--- src/rtl/fault_sim_ctrl.sv ---
// Fault-simulation controller: walks a fault injection list, applies an
// LFSR pattern set per fault and counts faults evaluated and detected.
module fault_sim_ctrl #(
  parameter int unsigned IN_BITS  = 60,
  parameter int unsigned OUT_BITS = 26,
  parameter int unsigned PAT_CNT  = 256,
  parameter int unsigned CNT_W    = 16,
  parameter logic [IN_BITS-1:0] SEED = {{(IN_BITS-1){1'b0}}, 1'b1},
  parameter logic [IN_BITS-1:0] POLY = 60'h800000000000003
) (
  input  logic                clk,
  input  logic                rst,
  input  logic                start,
  output logic                FIL_RST,
  output logic                FIL_INC,
  input  logic                FIL_END,
  output logic [IN_BITS-1:0]  TEST_IP,
  input  logic [OUT_BITS-1:0] CUT_OP,
  input  logic [OUT_BITS-1:0] FF_OP,
  output logic                busy,
  output logic                done,
  output logic [CNT_W-1:0]    fault_cnt,
  output logic [CNT_W-1:0]    detect_cnt
);

  localparam int unsigned PC_W = (PAT_CNT > 1) ? $clog2(PAT_CNT) : 1;
  localparam logic [PC_W-1:0] PC_LAST = PC_W'(PAT_CNT - 1);
  localparam logic [CNT_W-1:0] CNT_MAX = '1;

  typedef enum logic [2:0] {
    S_IDLE,
    S_LOAD,
    S_APPLY,
    S_INC,
    S_SETTLE,
    S_DONE
  } state_e;

  state_e             state_q, state_d;
  logic [IN_BITS-1:0] lfsr_q, lfsr_d;
  logic [PC_W-1:0]    pc_q, pc_d;
  logic [CNT_W-1:0]   fcnt_q, fcnt_d;
  logic [CNT_W-1:0]   dcnt_q, dcnt_d;
  logic               frst_q, finc_q;
  logic [IN_BITS-1:0] step;
  logic               mism;

  assign step = (lfsr_q >> 1) ^ (lfsr_q[0] ? POLY : '0);
  assign mism = (CUT_OP != FF_OP);

  always_comb begin
    state_d = state_q;
    lfsr_d  = lfsr_q;
    pc_d    = pc_q;
    fcnt_d  = fcnt_q;
    dcnt_d  = dcnt_q;
    unique case (state_q)
      S_IDLE, S_DONE: begin
        if (start) state_d = S_LOAD;
      end
      S_LOAD: begin
        lfsr_d  = SEED;
        pc_d    = '0;
        fcnt_d  = '0;
        dcnt_d  = '0;
        state_d = S_APPLY;
      end
      S_APPLY: begin
        // a detected fault is dropped at once
        if (mism) begin
          if (dcnt_q != CNT_MAX) dcnt_d = dcnt_q + 1'b1;
          state_d = S_INC;
        end else if (pc_q == PC_LAST) begin
          state_d = S_INC;
        end else begin
          lfsr_d = step;
          pc_d   = pc_q + 1'b1;
        end
      end
      S_INC: begin
        if (fcnt_q != CNT_MAX) fcnt_d = fcnt_q + 1'b1;
        lfsr_d  = SEED;
        pc_d    = '0;
        state_d = S_SETTLE;
      end
      S_SETTLE: begin
        state_d = FIL_END ? S_DONE : S_APPLY;
      end
      default: state_d = S_IDLE;
    endcase
  end

  always_ff @(posedge clk or negedge rst) begin
    if (!rst) begin
      state_q <= S_IDLE;
      lfsr_q  <= SEED;
      pc_q    <= '0;
      fcnt_q  <= '0;
      dcnt_q  <= '0;
      frst_q  <= 1'b0;
      finc_q  <= 1'b0;
    end else begin
      state_q <= state_d;
      lfsr_q  <= lfsr_d;
      pc_q    <= pc_d;
      fcnt_q  <= fcnt_d;
      dcnt_q  <= dcnt_d;
      frst_q  <= (state_d == S_LOAD);
      finc_q  <= (state_d == S_INC);
    end
  end

  assign FIL_RST    = frst_q;
  assign FIL_INC    = finc_q;
  assign TEST_IP    = lfsr_q;
  assign busy       = (state_q != S_IDLE) && (state_q != S_DONE);
  assign done       = (state_q == S_DONE);
  assign fault_cnt  = fcnt_q;
  assign detect_cnt = dcnt_q;

endmodule
--- config.mk ---
export PLATFORM = sky130hd
export DESIGN_NAME = fault_sim_ctrl
export DESIGN_NICKNAME = d
export VERILOG_FILES = /design/src/rtl/fault_sim_ctrl.sv
export SDC_FILE = /design/constraint.sdc
export NUM_CORES = 1
export LEC_CHECK = 0
export CAP_MARGIN = 5
export CORE_MARGIN = 10
export CORE_UTILIZATION = 48
export CTS_CLUSTER_DIAMETER = 40
export DETAILED_ROUTE_END_ITERATION = 7
export GPL_TIMING_DRIVEN = 1
export HOLD_SLACK_MARGIN = 0.03
export PLACE_DENSITY = 0.8
export SETUP_SLACK_MARGIN = 0.4
export SLEW_MARGIN = 20
export SYNTH_ARGS = -nofsm -noshare
export SYNTH_HDL_FRONTEND = slang
export SYNTH_SLANG_ARGS = --single-unit
--- constraint.sdc ---
create_clock -name clk -period 2.8 [get_ports clk]
set_input_delay 0.42 -clock clk [delete_from_list [all_inputs] [get_ports clk]]
set_output_delay 0.42 -clock clk [all_outputs]
set_load 0.005 [all_outputs]
; ---- Word-level counts from Yosys, hierarchy flattened
; Index checks and enable logic that the tools add are counted.
[op_classes]
eq_ne = 17
add_sub_neg = 3
reduce_logical = 11
n_bitwise = 1
mux = 17
[op_table]
columns = cell, n
row1 = $mux 60, 3
row2 = $pmux 60 s2, 1
row3 = $pmux 16 s2, 2
row4 = $xor 59x60->60, 1
row5 = $mux 16, 3
row6 = $add 16x1->16 const B, 2
row7 = $ne 16x16->1 const B, 2
row8 = $ne 26x26->1, 1
row9 = $mux 8, 2
row10 = $pmux 8 s2, 1
row11 = $pmux 3 s5, 1
row12 = $mux 3, 4
row13 = $ne 2x2->1 const B, 5
row14 = $eq 3x2->1 const B, 3
row15 = $add 8x1->8 const B, 1
row16 = $eq 8x8->1 const B, 1
row17 = $eq 3x1->1 const B, 2
row18 = $eq 3x3->1 const B, 2
row19 = $reduce_and 3->1, 2
row20 = $reduce_bool 2->1, 3
row21 = $reduce_or 2->1, 2
row22 = $logic_not 3->1, 1
row23 = $ne 3x3->1 const B, 1
row24 = $reduce_bool 3->1, 1
row25 = 2 further kinds, 2
[totals]
regBits = 105
output_inout_bits = 96
wordCells = 56

; ---- Depth between registers and ports, before layout
; Gate-level depths: netlist of the first run.
[depth]
ltp_word = 5
depth_mapped = 10
depth_no_buf = 7

; ---- Least setup slack after synthesis of the first run
; OpenSTA, ideal clock, no wires.
[synth_timing]
kind = in2reg
start = input port FF_OP[19]
end = register lfsr_q[1] (netlist: TEST_IP[1])
t_arrival_ns = 1.970
path_slack_ns = 0.693
setup_ns = 0.137
path_buffers = 2
cell_stages = 8
path_cell_list = xor2_1 > nor4_2 > nor4b_4 > nand3_1 > buf_2 > buf_2 > a22oi_1 > o22ai_1
[synth_between]
elab_chain_cells = 3
[synth_lines]
columns = item, line_no
row1 = "start, declared", 19  ; input logic [OUT_BITS-1:0] FF_OP,
row2 = $ne 26x26->1, 49  ; assign mism = (CUT_OP != FF_OP);
row3 = $ne 2x2->1 (no line), -
row4 = $reduce_and 3->1 (no line), -
row5 = "end signal, assigned", 104  ; lfsr_q <= lfsr_d;
row6 = "end, declared", 40  ; logic [IN_BITS-1:0] lfsr_q, lfsr_d;
; No other way between the ends.
; A chain may end at the register's enable or synchronous reset.

; ---- Worst setup path after layout of the first run
[layout_timing]
start = input port FF_OP[6]
end = register lfsr_q[26] (netlist: TEST_IP[26])
; The elaborated chain is that of the path after synthesis.

==> results of run 1 <==
## routing by layer
metal / vias to the layer above / global-route usage / share of wire
met3: 13 / 0.0591 / 0.071
met4: 0 / 0.0427 / 0.010
met1: 2427 / 0.228 / 0.42
li1: 2340 / - / -
met2: 149 / 0.314 / 0.50
met5: - / 0 / 0
## where the power goes
| group | internal, mW | total (mW) | switching (mW) |
|---|---|---|---|
| registers | 1.58 | 1.64 | 0.0653 |
| logic | 0.403 | 1.12 | 0.721 |
| clock network | 0.430 | 0.995 | 0.566 |
## synthesized netlist by cell type (all sizes together), types with 10 or more instances
cell type / instances / area (sq um)
dfrtp: 104 / 2600
o31ai: 10 / 75.1
buf: 14 / 87.6
nand2: 88 / 330
a22oi: 58 / 435
nand3: 21 / 110
o21ai: 71 / 355
xnor2: 26 / 228
clkbuf: 24 / 90.1
nor2: 29 / 109
xor2: 13 / 114
a21oi: 22 / 110
## flip-flops by register name, summed over array words and instances (netlist names)
| name | cells |
|---|---|
| FIL_RST | 1 |
| pc_q | 8 |
| TEST_IP | 60 |
| detect_cnt | 16 |
| state_q | 3 |
| FIL_INC | 1 |
| fault_cnt | 16 |
## cells in the final DEF, fill, tap and decap left out, types with 5 or more instances in the layout
cell,count
a31o_2,5
and3_1,7
clkdlybuf4s50_1,149
xor2_1,13
nand3_1,19
o21ai_1,9
nor2_1,29
buf_4,13
a22oi_1,58
xnor2_1,26
and4_1,6
dfrtp_1,102
nand4_1,9
or4_1,9
or3_1,8
o31ai_1,10
inv_1,5
clkbuf_8,9
nand2_1,88
o21ai_0,62
a21oi_1,21
## cell families after synthesis
group,share of synthesized area
simple gates,0.185
buf+inv,0.0374
flops,0.491
compound gates,0.210
xor+xnor,0.0638
fa+ha+maj,0.00701
mux,0.00561
## metrics by stage
| stage | hold slack, ns | instance area, sq um | std cells | util |
|---|---|---|---|---|
| floorplan | 0.124 | 5350 | 568 | - |
| global placement | 0.505 | 6980 | 833 | 0.641 |
| detailed placement | 0.525 | 6980 | 833 | 0.641 |
| CTS | 0.232 | 7200 | 849 | 0.661 |
| global route | 0.265 | 7250 | 853 | 0.666 |
| finish | 0.192 | 7250 | 853 | 0.666 |
## worst max path at each step
stage | slack (ns) | to | depth (start not counted)
final | 0.49 | TEST_IP[26] | 9
after global routing | 0.36 | TEST_IP[10] | 8
after CTS | 0.37 | detect_cnt[13] | 6
after detailed placement | 0.07 | TEST_IP[40] | 8
after global placement | 0.20 | pc_q[5] | 7
after floorplan | 0.69 | TEST_IP[1] | 8
## area by class of cell
class	instances	share of cell area
clock buffer	9	0.0171
clock inverter	7	0.0114
inverter	6	0.00363
multi-input combinational	419	0.352
sequential	105	0.363
tap	140	0.0242
timing repair buffer	167	0.229
## timing repair
item / CTS / global route
gates resized for setup: 4 / 4
buffers inserted: 0 / 4
endpoints found under the setup margin: 7 / 77
cloned: 0 / 0
pin swaps: 0 / 1
==> results by group, run 1 <==
Status
  – Status: completed

Synthesis
  – Post-synth EDFFs: 0
  – Post-synthesis cell count: 568
  – Most used DFF post-synth: dfrtp_1
  – FFs w/ async S/R, synth: 1.00
  – Sequential fraction of the synthesis area: 0.491
  – Syn_nets: 627
  – Mean post-synth cell area: 9.42 sq um
  – Post-synth cell types: 47
  – Synth warn: 0
  – FF+latch count, synth: 105
  – Mapped cell area: 5350 sq um

Critical path
  – Type of origin of the critical path: input port
  – Reg2reg path depth: 6
  – CP arrival: 2.55 ns
  – Data required, critical path: 3.04 ns
  – CP endpoint kind: register
  – CP bufs+invs: 3
  – Crit Path Class: in2reg
  – Setup crit start: FF_OP[6]
  – Slowest stage cell on the critical path: clkdlybuf4s50_1
  – Reg2Reg Launch Point: state_q[2]
  – Reg-to-Reg End: detect_cnt[11]
  – Reg2Reg Setup Slack: 0.54 ns
  – Crit path max-delay family: buffers and inverters
  – CP max stage delay: 0.45 ns
  – CP max FO: 59
  – CP cell instances: clkdlybuf4s50_1 > xor2_1 > nor4_2 > nor4b_4 > buf_4 > nand3_2 > buf_12 > a22oi_1 > o21ai_0

CTS
  – H-tree Lvls: 3
  – Clock Tree Buf Depth: 2
  – Skew-Pair Late Insertion Delay: 0.38 ns
  – CTS Sinks: 105
  – Cts bufs inserted: 9
  – CTS tree: done
  – CTS Hold Buffers Added: 0
  – CTS clk-pin slew, worst paths: 0.10 ns
  – Clock root cell: clkbuf_8

Global route
  – First-pass GRT wire length: 25100 microns
  – Grt ovf: 0
  – Initial antenna violation count: 0
  – GRT Util Overall: 0.187
  – Vias in the first global route: 4881
  – Largest net degree at the start of global routing: 78

Timing
  – Final Max Slew Viols: 0
  – RSZ-0062 raised after global routing: true
  – Tmin final: 2.31 ns
  – Worst-Margin Slew: 0.961 ns
  – Crit share post-route: 0.825
  – Finish-stage setup viols: 0
  – Slew Limit Headroom: 0.359
  – Final worst slack: 0.490 ns
  – Final Hold Viols: 0
  – Worst Skew: 0.0120 ns
  – Max Fclk: 433 MHz
  – Setup TNS: 0 ns

Route
  – DR vias: 4929
  – Total Wirelength: 15300 microns
  – DR DRC count: 0
  – Via-per-instance ratio: 5.78
  – First-pass DRT Iterations: 5
  – WL per Instance: 17.9 microns
  – Final ANT Viol Nets: 0
  – Initial DRC Count: 360

Die
  – Die Ht: 126 microns
  – # rows: 38
  – Core ar.: 10900 sq um
  – Die ar.: 15800 sq um
  – Num ports: 152
  – Die width: 126 microns
  – Initial Utilization: 0.492

Power and ir drop
  – Power Density: 519 nW/um^2
  – Leakage: 2.82 nW
  – Total power: 3.76 mW
  – Worst VDD drop: 0.000346 V

Flow run
  – Total of max-cap violations: 0

Layout
  – Share of layout cells above drive strength 1: 0.0757
  – Storage element area: 2630 sq um
  – Area Growth Syn to Fin: 35.4%
  – Final net count: 767
  – Multi-input logic area: 2550 sq um
  – Diode count: 0
  – Fillers: 884

Placed design
  – Placement Setup Slack: 0.0728 ns
  – Final GP Congestion: 0.822
  – Hpwl dp: 10900 microns
  – Port Buf Inserts: 151

Min path
  – Hold WC Path Type: in2async
Note: power is estimated with default switching activity, not from simulation.
==> inputs of run 2 (changes only) <==
==> constraint.sdc (replaced) <==
create_clock -name clk -period 2.4 [get_ports clk]
set_input_delay 0.36 -clock clk [delete_from_list [all_inputs] [get_ports clk]]
set_output_delay 0.36 -clock clk [all_outputs]
set_load 0.005 [all_outputs]
==> run 2 against run 1 <==
First-iteration DRC count rose by 12%. Via count rose by 12%. Sequential share of layout area fell by 5.2 points. Global-route usage rose by 0.94 points. Design area rose by 17%.
==> results by group, run 2 (synthesis gave the netlist of run 1 again) <==
Global route
  – First-pass GRT wire length: 26100 microns (+4.1%)
  – Largest net degree at the start of global routing: 60 (-23%)
  – Vias in the first global route: 4957 (+1.6%)
  – GRT Util Overall: 0.196 (+0.00939)
  – Initial antenna violation count: 0 (unchanged)
  – Grt ovf: 0 (unchanged)

Timing
  – Worst-Margin Slew: 0.598 ns (-0.363 ns)
  – Crit share post-route: 0.878
  – Worst Skew: 0.0153 ns (+0.00334 ns)
  – Max Fclk: 475 MHz
  – Final Max Slew Viols: 0 (unchanged)
  – Tmin final: 2.11 ns
  – Final Hold Viols: 0 (unchanged)
  – Worst hold slack: 0.502 ns (+0.310 ns)
  – Slew Limit Headroom: 0.602 (+0.242)
  – Finish-stage setup viols: 0 (unchanged)
  – RSZ-0062 raised after global routing: true

Status
  – Status: completed

Die
  – Core ar.: 10900 sq um (unchanged)
  – Initial Utilization: 0.492 (unchanged)
  – Die ar.: 15800 sq um (unchanged)
  – Die width: 126 microns (unchanged)
  – Die Ht: 126 microns (unchanged)
  – # rows: 38 (unchanged)
  – Num ports: 152 (unchanged)

Route
  – Via-per-instance ratio: 5.96 (+3.2%)
  – DR vias: 5497 (+12%)
  – Total Wirelength: 19200 microns (+26%)
  – Initial DRC Count: 403 (+12%)
  – First-pass DRT Iterations: 7 (+2)
  – WL per Instance: 20.8 microns (+16%)
  – Final ANT Viol Nets: 0 (unchanged)
  – DR DRC count: 0 (unchanged)

Critical path
  – Data required, critical path: 2.70 ns (-0.34 ns)
  – Crit Path Class: reg2reg
  – CP endpoint kind: register
  – CP max FO: 6 (-90%)
  – CP arrival: 2.41 ns (-0.14 ns)
  – Type of origin of the critical path: register
  – Reg2reg path depth: 9 (+3)

Power and ir drop
  – NetSw: 1.87 mW (+38%)
  – Sw frac: 0.360 (about the same)
  – Worst VDD drop: 0.000441 V (+27%)
  – Int Pwr: 3.32 mW (+38%)
  – Logic pwr share: 0.396 (+0.097)
  – Sequential power share: 0.368 (-0.069)
  – Power Density: 613 nW/um^2 (+18%)
  – Clock Power Share: 0.235 (-0.030)
  – Leakage: 3.54 nW (+26%)

Placed design
  – Hpwl dp: 10800 microns (-0.93%)
  – Port Buf Inserts: 151 (unchanged)
  – Final GP Congestion: 0.798 (-2.9%)

CTS
  – Cts bufs inserted: 9 (unchanged)
  – H-tree Lvls: 3 (unchanged)
  – CTS Sinks: 105 (unchanged)
  – Clock Tree Buf Depth: 2 (unchanged)
  – Skew-Pair Late Insertion Delay: 0.39 ns (about the same)
  – Clock root cell: clkbuf_8
  – CTS tree: done
  – CTS clk-pin slew, worst paths: 0.10 ns (about the same)

Layout
  – Number of flip-flops in the largest register: 60 (unchanged)
  – Share of layout cells above drive strength 1: 0.263 (+0.188)
  – Fin util: 0.777 (+0.112)
  – Commonest cells after routing, fill and taps aside: 99 x dfrtp_1, 96 x clkdlybuf4s50_1, 84 x nand2_1
  – Final net count: 836 (+9.0%)
  – Area Growth Syn to Fin: 58.1%
  – Most common cell after layout, fill and taps aside: dfrtp_1
  – Diode count: 0 (unchanged)

Min path
  – Hold WC Path Type: in2async

Flow run
  – Total of max-cap violations: 0 (unchanged)
## run 2: cell types whose count changed in the layout (fill, tap and decap cells not counted), sizes merged, moves of 9 or more
cell	previous run	this run
buf	17	76
clkbuf	9	18
clkdlybuf4s15	0	14
clkdlybuf4s50	149	96
dlygate4sd2	1	22
dlymetal6s2s	0	17
## run 2: final cells by class
type,instances,area [sq um]
Sequential cell,105,2640
Multi-Input combinational cell,421,3000
Timing Repair Buffer,234,2400
Clock buffer,10,138
Inverter,6,28.8
Tap cell,140,175
Fill cell,668,2420
Clock inverter,6,83.8
## run 2: routing by layer
layer	vias up	GRT usage	wire length (microns)
li1	2482	-	-
met1	2711	0.248	7630
met2	264	0.316	9600
met3	40	0.0477	1470
met4	0	0.0766	485
met5	-	0	0
## run 2: power by group through the flow
| stage | sequential, mW | combinational (mW) | clock [mW] |
|---|---|---|---|
| after floorplan | 1.93 | 0.806 | 0 |
| after global placement | 1.95 | 1.31 | 0 |
| after detailed placement | 1.96 | 1.34 | 0 |
| after CTS | 1.90 | 1.55 | 1.22 |
| after global routing | 1.92 | 2.21 | 1.29 |
| final | 1.91 | 2.06 | 1.22 |
## run 2: worst max-delay path: stages (launching register included)
cell and delay (ns):
dfrtp_1 0.43, ha_4 0.19, nand2_2 0.07, nor3_2 0.05
nor4b_4 0.27, buf_4 0.16, buf_4 0.10, a21boi_4 0.06
or4b_1 0.48, a21oi_1 0.18
## run 2: path summary, 6_finish.rpt
check | from | endpoint | slack, ns
setup reg to reg | pc_q[1] | pc_q[7] | 0.29
hold reg to reg | TEST_IP[0] | TEST_IP[0] | 0.56
hold / removal | rst | fault_cnt[13] | 0.50
max in group asynchronous | rst | TEST_IP[0] | 1.21
min in group clk | TEST_IP[0] | TEST_IP[0] | 0.56
setup / recovery | pc_q[1] | pc_q[7] | 0.29
## run 2: timing repair
item,in CTS,in global routing
gates resized for setup,55,154
cloned,2,14
buffers inserted,15,27
hold buffers,1,0
hold endpoints to repair,40,0
setup endpoints to repair,88,90
pin swaps,32,50
## run 2: through the flow
stage / cells / area [sq um] / power [mW] / TNS (ns) / setup slack, ns
after floorplan: 568 / 5380 / 2.73 / 0 / 0.397
after global placement: 847 / 7120 / 3.26 / -6.79 / -0.151
after detailed placement: 847 / 7120 / 3.30 / -11.40 / -0.226
after CTS: 881 / 7530 / 4.67 / 0 / 0.329
after global routing: 922 / 8460 / 5.42 / 0 / 0.193
final: 922 / 8460 / 5.19 / 0 / 0.293
